<file path="config.mk">
export PLATFORM = sky130hd
export DESIGN_NAME = datapath_fetch
export DESIGN_NICKNAME = d
export VERILOG_FILES = /design/src/rtl/datapath_fetch_pkg.sv /design/src/rtl/datapath_fetch_perf_counters.sv /design/src/rtl/datapath_fetch.sv
export SDC_FILE = /design/constraint.sdc
export NUM_CORES = 1
export LEC_CHECK = 0
export CAP_MARGIN = 30
export CORE_UTILIZATION = 60
export CTS_CLUSTER_DIAMETER = 40
export DETAILED_ROUTE_END_ITERATION = 10
export DONT_BUFFER_PORTS = 1
export PLACE_DENSITY = 0.76
export RECOVER_POWER = 50
export SLEW_MARGIN = 20
export SYNTH_ARGS = -nofsm -noshare
export SYNTH_HDL_FRONTEND = slang
export SYNTH_SLANG_ARGS = --single-unit
</file>
<file path="constraint.sdc">
create_clock -name clk -period 1.95 [get_ports clk]
set_input_delay 0.2925 -clock clk [delete_from_list [all_inputs] [get_ports clk]]
set_output_delay 0.2925 -clock clk [all_outputs]
set_load 0.02 [all_outputs]
</file>
<file path="src/rtl/datapath_fetch_pkg.sv">
// Shared definitions for the instruction-fetch stage: IF_ID bundle layout and FSM states.
package datapath_fetch_pkg;

    localparam int IF_ID_WIDTH     = 33;
    localparam int IF_ID_VALID_BIT = 32;
    localparam int IF_ID_PC_MSB    = 31;
    localparam int IF_ID_PC_LSB    = 16;
    localparam int IF_ID_PCN_MSB   = 15;
    localparam int IF_ID_PCN_LSB   = 0;

    typedef enum logic [1:0] {
        BOOT   = 2'd0,
        RUN    = 2'd1,
        HALTED = 2'd2
    } fetch_state_t;

endpackage

</file>
<file path="src/rtl/datapath_fetch_perf_counters.sv">
// Fetch/squash event counters for the fetch stage; only built with FETCH_PERF_CNT_EN.
module fetch_perf_counters (
    input  logic        clk,
    input  logic        reset,
    input  logic        fetch_inc_i,
    input  logic        squash_inc_i,
    output logic [31:0] fetch_count_o,
    output logic [31:0] squash_count_o
);

    logic [31:0] fetch_count_q, fetch_count_d;
    logic [31:0] squash_count_q, squash_count_d;

    always_comb begin
        fetch_count_d  = fetch_count_q;
        squash_count_d = squash_count_q;
        if (fetch_inc_i) begin
            fetch_count_d = fetch_count_q + 32'd1;
        end
        if (squash_inc_i) begin
            squash_count_d = squash_count_q + 32'd1;
        end
    end

    always_ff @(posedge clk) begin
        if (reset) begin
            fetch_count_q  <= '0;
            squash_count_q <= '0;
        end else begin
            fetch_count_q  <= fetch_count_d;
            squash_count_q <= squash_count_d;
        end
    end

    assign fetch_count_o  = fetch_count_q;
    assign squash_count_o = squash_count_q;

endmodule

</file>
<file path="src/rtl/datapath_fetch.sv">
// Instruction-fetch stage: owns the PC, drives the sync imem read port, builds IF_ID.
// Optional perf counters are built when FETCH_PERF_CNT_EN is defined.
//
// state  | meaning
// BOOT   | first cycle after reset, RESET_PC on the bus
// RUN    | sequential fetch, honours stall / redirect / halt
// HALTED | fetch stopped, read disabled; only reset leaves
module datapath_fetch
    import datapath_fetch_pkg::*;
#(
    parameter logic [15:0] RESET_PC = 16'h0000,
    parameter logic [15:0] PC_STEP  = 16'd2
) (
    input  logic                   clk,
    input  logic                   reset,
    output logic [15:0]            o_pc_addr,
    output logic                   o_pc_rd,
    input  logic                   i_stall,
    input  logic                   i_pc_wr,
    input  logic [15:0]            i_pc_wrdata,
    input  logic                   i_halt,
    output logic [IF_ID_WIDTH-1:0] IF_ID,
`ifdef FETCH_PERF_CNT_EN
    output logic [31:0]            o_fetch_count,
    output logic [31:0]            o_squash_count,
`endif
    output logic                   o_halted
);

    fetch_state_t           state_q, state_d;
    logic [15:0]            pc_q, pc_d;
    logic [15:0]            pc_next;
    logic [IF_ID_WIDTH-1:0] if_id_q, if_id_d;
    logic                   step_en;
    logic                   squash_en;

    assign pc_next = pc_q + PC_STEP;

    // IF_ID written at the edge closing the issue cycle lines up with the returning word.
    always_comb begin
        state_d   = state_q;
        pc_d      = pc_q;
        if_id_d   = if_id_q;
        step_en   = 1'b0;
        squash_en = 1'b0;
        case (state_q)
            BOOT, RUN: begin
                if (i_pc_wr) begin
                    pc_d      = i_pc_wrdata;
                    if_id_d   = {1'b0, pc_q, pc_next};
                    state_d   = RUN;
                    squash_en = 1'b1;
                end else if (i_halt) begin
                    if_id_d[IF_ID_VALID_BIT] = 1'b0;
                    state_d                  = HALTED;
                end else if (!i_stall) begin
                    pc_d    = pc_next;
                    if_id_d = {1'b1, pc_q, pc_next};
                    state_d = RUN;
                    step_en = 1'b1;
                end
            end
            HALTED: begin
                if_id_d[IF_ID_VALID_BIT] = 1'b0;
            end
            default: begin
                state_d = BOOT;
                pc_d    = RESET_PC;
                if_id_d = '0;
            end
        endcase
    end

    always_ff @(posedge clk) begin
        if (reset) begin
            state_q <= BOOT;
            pc_q    <= RESET_PC;
            if_id_q <= '0;
        end else begin
            state_q <= state_d;
            pc_q    <= pc_d;
            if_id_q <= if_id_d;
        end
    end

    assign o_pc_addr = pc_q;
    assign o_pc_rd   = !reset && (state_q != HALTED);
    assign o_halted  = !reset && (state_q == HALTED);
    assign IF_ID     = if_id_q;

`ifdef FETCH_PERF_CNT_EN
    fetch_perf_counters u_perf (
        .clk            (clk),
        .reset          (reset),
        .fetch_inc_i    (step_en),
        .squash_inc_i   (squash_en),
        .fetch_count_o  (o_fetch_count),
        .squash_count_o (o_squash_count)
    );
`else
    logic unused_perf;
    assign unused_perf = step_en ^ squash_en;
`endif

endmodule

</file>
==> metrics.csv <==
stage,metric,value,unit
clocking,cts_resized,0,
floorplan,die_area,4020,um^2
timing,tightestPinTransition,0.868,ns
logic_synthesis,synthTopCellsByCount,"dfxtp_1, nor2_1, a22oi_1, nand2_1, nor3_1",
critical_path,r2r-end,o_pc_addr[14],
power_and_ir_drop,swShare,28.6,%
critical_path,crit_required,2.14,ns
logic_synthesis,yosysUniqueCellTypes,44,
critical_path,crit_chain,nand4_4 -> or4_4 -> and4_4 -> a221o_1,
finish,nNetsFinal,290,
logic_synthesis,synthesis.area,2260,um^2
critical_path,path_max_fanout,9,
timing,period_share,91.2,%
power_and_ir_drop,p_switching,0.589,mW
route,firstDrtPassIters,4,
global_routing,grt_pass1_vias,1871,
clocking,clock_latency,0.30,ns
power_and_ir_drop,pwr-share-seq,56.1,%
min_path,hold_path_depth,1,
logic_synthesis,syn_avg_cell_area,8.70,um^2
clocking,htree_num_levels,2,
global_routing,overflow,0,
floorplan,die-width,63.4,um
power_and_ir_drop,ir_drop,557,uV
timing,hold_violations,0,
route,wirelength,5.49,mm
timing,drv_slew,0,
clocking,cts_hold_buf,0,
finish,area_delta_synth_final,8.08,%
clocking,clock-sinks,50,
finish,num_antenna_cells,0,
route,drt_iter0_markers,111,
logic_synthesis,ys.flop_type,dfxtp_1,
placement,dp_cells,307,
floorplan,start_util,65.2,%
power_and_ir_drop,p_int,1.47,mW
logic_synthesis,synth_edf_count,0,
flow_run,drv_cap,0,
clocking,cts_made_buffers,5,
timing,rsz0062_at_grt,no,
critical_path,regToRegSetupSlack,0.17,ns
logic_synthesis,synth_fp_nets,282,
placement,io_buffers,0,
power_and_ir_drop,p_leak,0.897,nW
floorplan,pin_count,72,
route,wl_per_cell,17.5,um
finish,drive_gt1_share,12.0,%
critical_path,cp-startpoint,o_pc_addr[2],
logic_synthesis,synth_top_area_share,44.3,%
logic_synthesis,yosysMostFrequentCell,dfxtp_1,
floorplan,rows,21,
logic_synthesis,synthTopCellsByArea,"dfxtp_1, a22oi_1, nor2_1, a22o_1, nand2_1",
clocking,cts_tree,done,
timing,tns,0,ns
route,drc_errors,0,
timing,period_minus_slack,1.78,ns
finish,fillers,305,
floorplan,placeableCoreArea,3470,um^2
timing,maxSlewHeadroom,42.2,%
critical_path,rr_startpoint,o_pc_addr[2],
critical_path,r2r_cells,4,
logic_synthesis,yosys_warnings,0,
finish,final_cells,313,
power_and_ir_drop,p_per_area,843,nW/um^2
logic_synthesis,ys_async_sr_fraction,0,%
global_routing,gr-usage-all-layers,29.2,%
timing,skew,0.00474,ns
global_routing,grt_pass1_wl,9.11,mm
critical_path,endpoint_kind,flop,
global_routing,antenna_found_initial,0,
route,vias,1989,
power_and_ir_drop,power_frac_clock,28.4,%
critical_path,cp-start-kind,flop,
clocking,cts_setup_buffers,0,
route,routed_via_density,6.35,
timing,fmax,562,MHz
min_path,hp-class,input pin to flop,
clocking,clk_pin_slew,0.08,ns
critical_path,crit_type,flop to flop,
placement,gp_congestion,0.831,
critical_path,max_stage_delay,0.55,ns
critical_path,arrival,1.97,ns
min_path,hp-start,reset,
logic_synthesis,synth_seq_cells,50,
power_and_ir_drop,comb_power_share,15.5,%
min_path,worst_hold_path.endpoint,IF_ID[29],
logic_synthesis,yosysSeqAreaShare,44.3,%
logic_synthesis,yosysTopAreaCell,dfxtp_1,
route,antenna_left,0,
global_routing,grt_max_degree,44,
floorplan,die_h,63.4,um
clocking,clockBufferDepth,2,
clocking,clockRootBuffer,clkbuf_8,
timing,finalSetupViolCount,0,
placement,place_hpwl,3.90,mm
critical_path,crit_path_top_delay_cell,or4_4,
status,status,"complete, no violations",
logic_synthesis,synthCells,260,
finish,final_core_util,70.5,%
## area by class of cell
class,count,area [um^2],area share (%)
repair buffers,23,143,5.84
clock buffers,6,82.6,3.38
multi-input cells,182,1140,46.5
inverters,6,22.5,0.922
well taps,46,57.6,2.36
flip-flops and latches,50,1000,41.0
## power by group through the flow
| stage | combinational (mW) | sequential (mW) | clock (mW) |
|---|---|---|---|
| floorplan | 0.223 | 1.20 | 0 |
| global placement | 0.323 | 1.18 | 0 |
| CTS | 0.328 | 1.16 | 0.598 |
| finish | 0.319 | 1.16 | 0.586 |
| global route | 0.354 | 1.16 | 0.638 |
| detailed placement | 0.326 | 1.18 | 0 |
## routing by layer
metal  up-vias  global-route usage, %  share of wire [%]
met3         8                   9.06                6.6
met4         0                   11.1                1.5
met2        71                   46.9                 48
met1       953                   36.2                 44
li1        957                      -                  -
met5         -                      0                  0
## sequential cells by signal (all words and copies together) (netlist names)
name / flops
IF_ID: 32
o_pc_addr: 16
state_q: 2
## metrics by stage
stage / hold WS, ns / instance area [um^2] / worst slack, ns / power [mW]
floorplan: 0.369 / 2260 / 0.0736 / 1.43
global placement: 0.366 / 2390 / 0.262 / 1.50
detailed placement: 0.369 / 2390 / 0.192 / 1.51
CTS: 0.0473 / 2470 / 0.186 / 2.08
global route: 0.0380 / 2440 / 0.0822 / 2.16
finish: 0.0558 / 2440 / 0.172 / 2.06
## worst max-delay path, delay by kind of cell (launching register included)
family,cells,cell delay [ns]
and+or+nand+nor,3,0.97
DFF,1,0.45
AOI/OAI and AO/OA,1,0.25
## worst max-delay path by stage
stage	cells after the start	slack, ns	to
floorplan	5	0.07	IF_ID[15]
global placement	4	0.26	o_pc_addr[14]
detailed placement	5	0.19	IF_ID[15]
CTS	4	0.19	o_pc_addr[14]
global route	5	0.08	IF_ID[15]
finish	4	0.17	o_pc_addr[14]
## cells in the final DEF (no fill, tap or decap), drive strengths merged, types with 2 or more instances in the layout
cell,count
dfxtp,50
nor2,33
a22oi,25
nand2,18
buf,15
clkbuf,14
nor3,13
o21ai,13
a21oi,12
a22o,8
o2bb2ai,7
inv,6
o21a,6
o22ai,5
xnor2,5
nand3,5
nand4,4
nand2b,3
o31ai,3
xor2,3
nor2b,2
nor4,2
## cells by family after synthesis
kind of cell,synth area share (%)
AOI/OAI and AO/OA,27.0
xor gates and xnor gates,3.10
adders and majority gates,0.553
buffers and inverters,5.53
DFF,44.3
muxes,0.941
and+or+nand+nor,18.6
No activity file was read; power rests on OpenSTA's default activity.
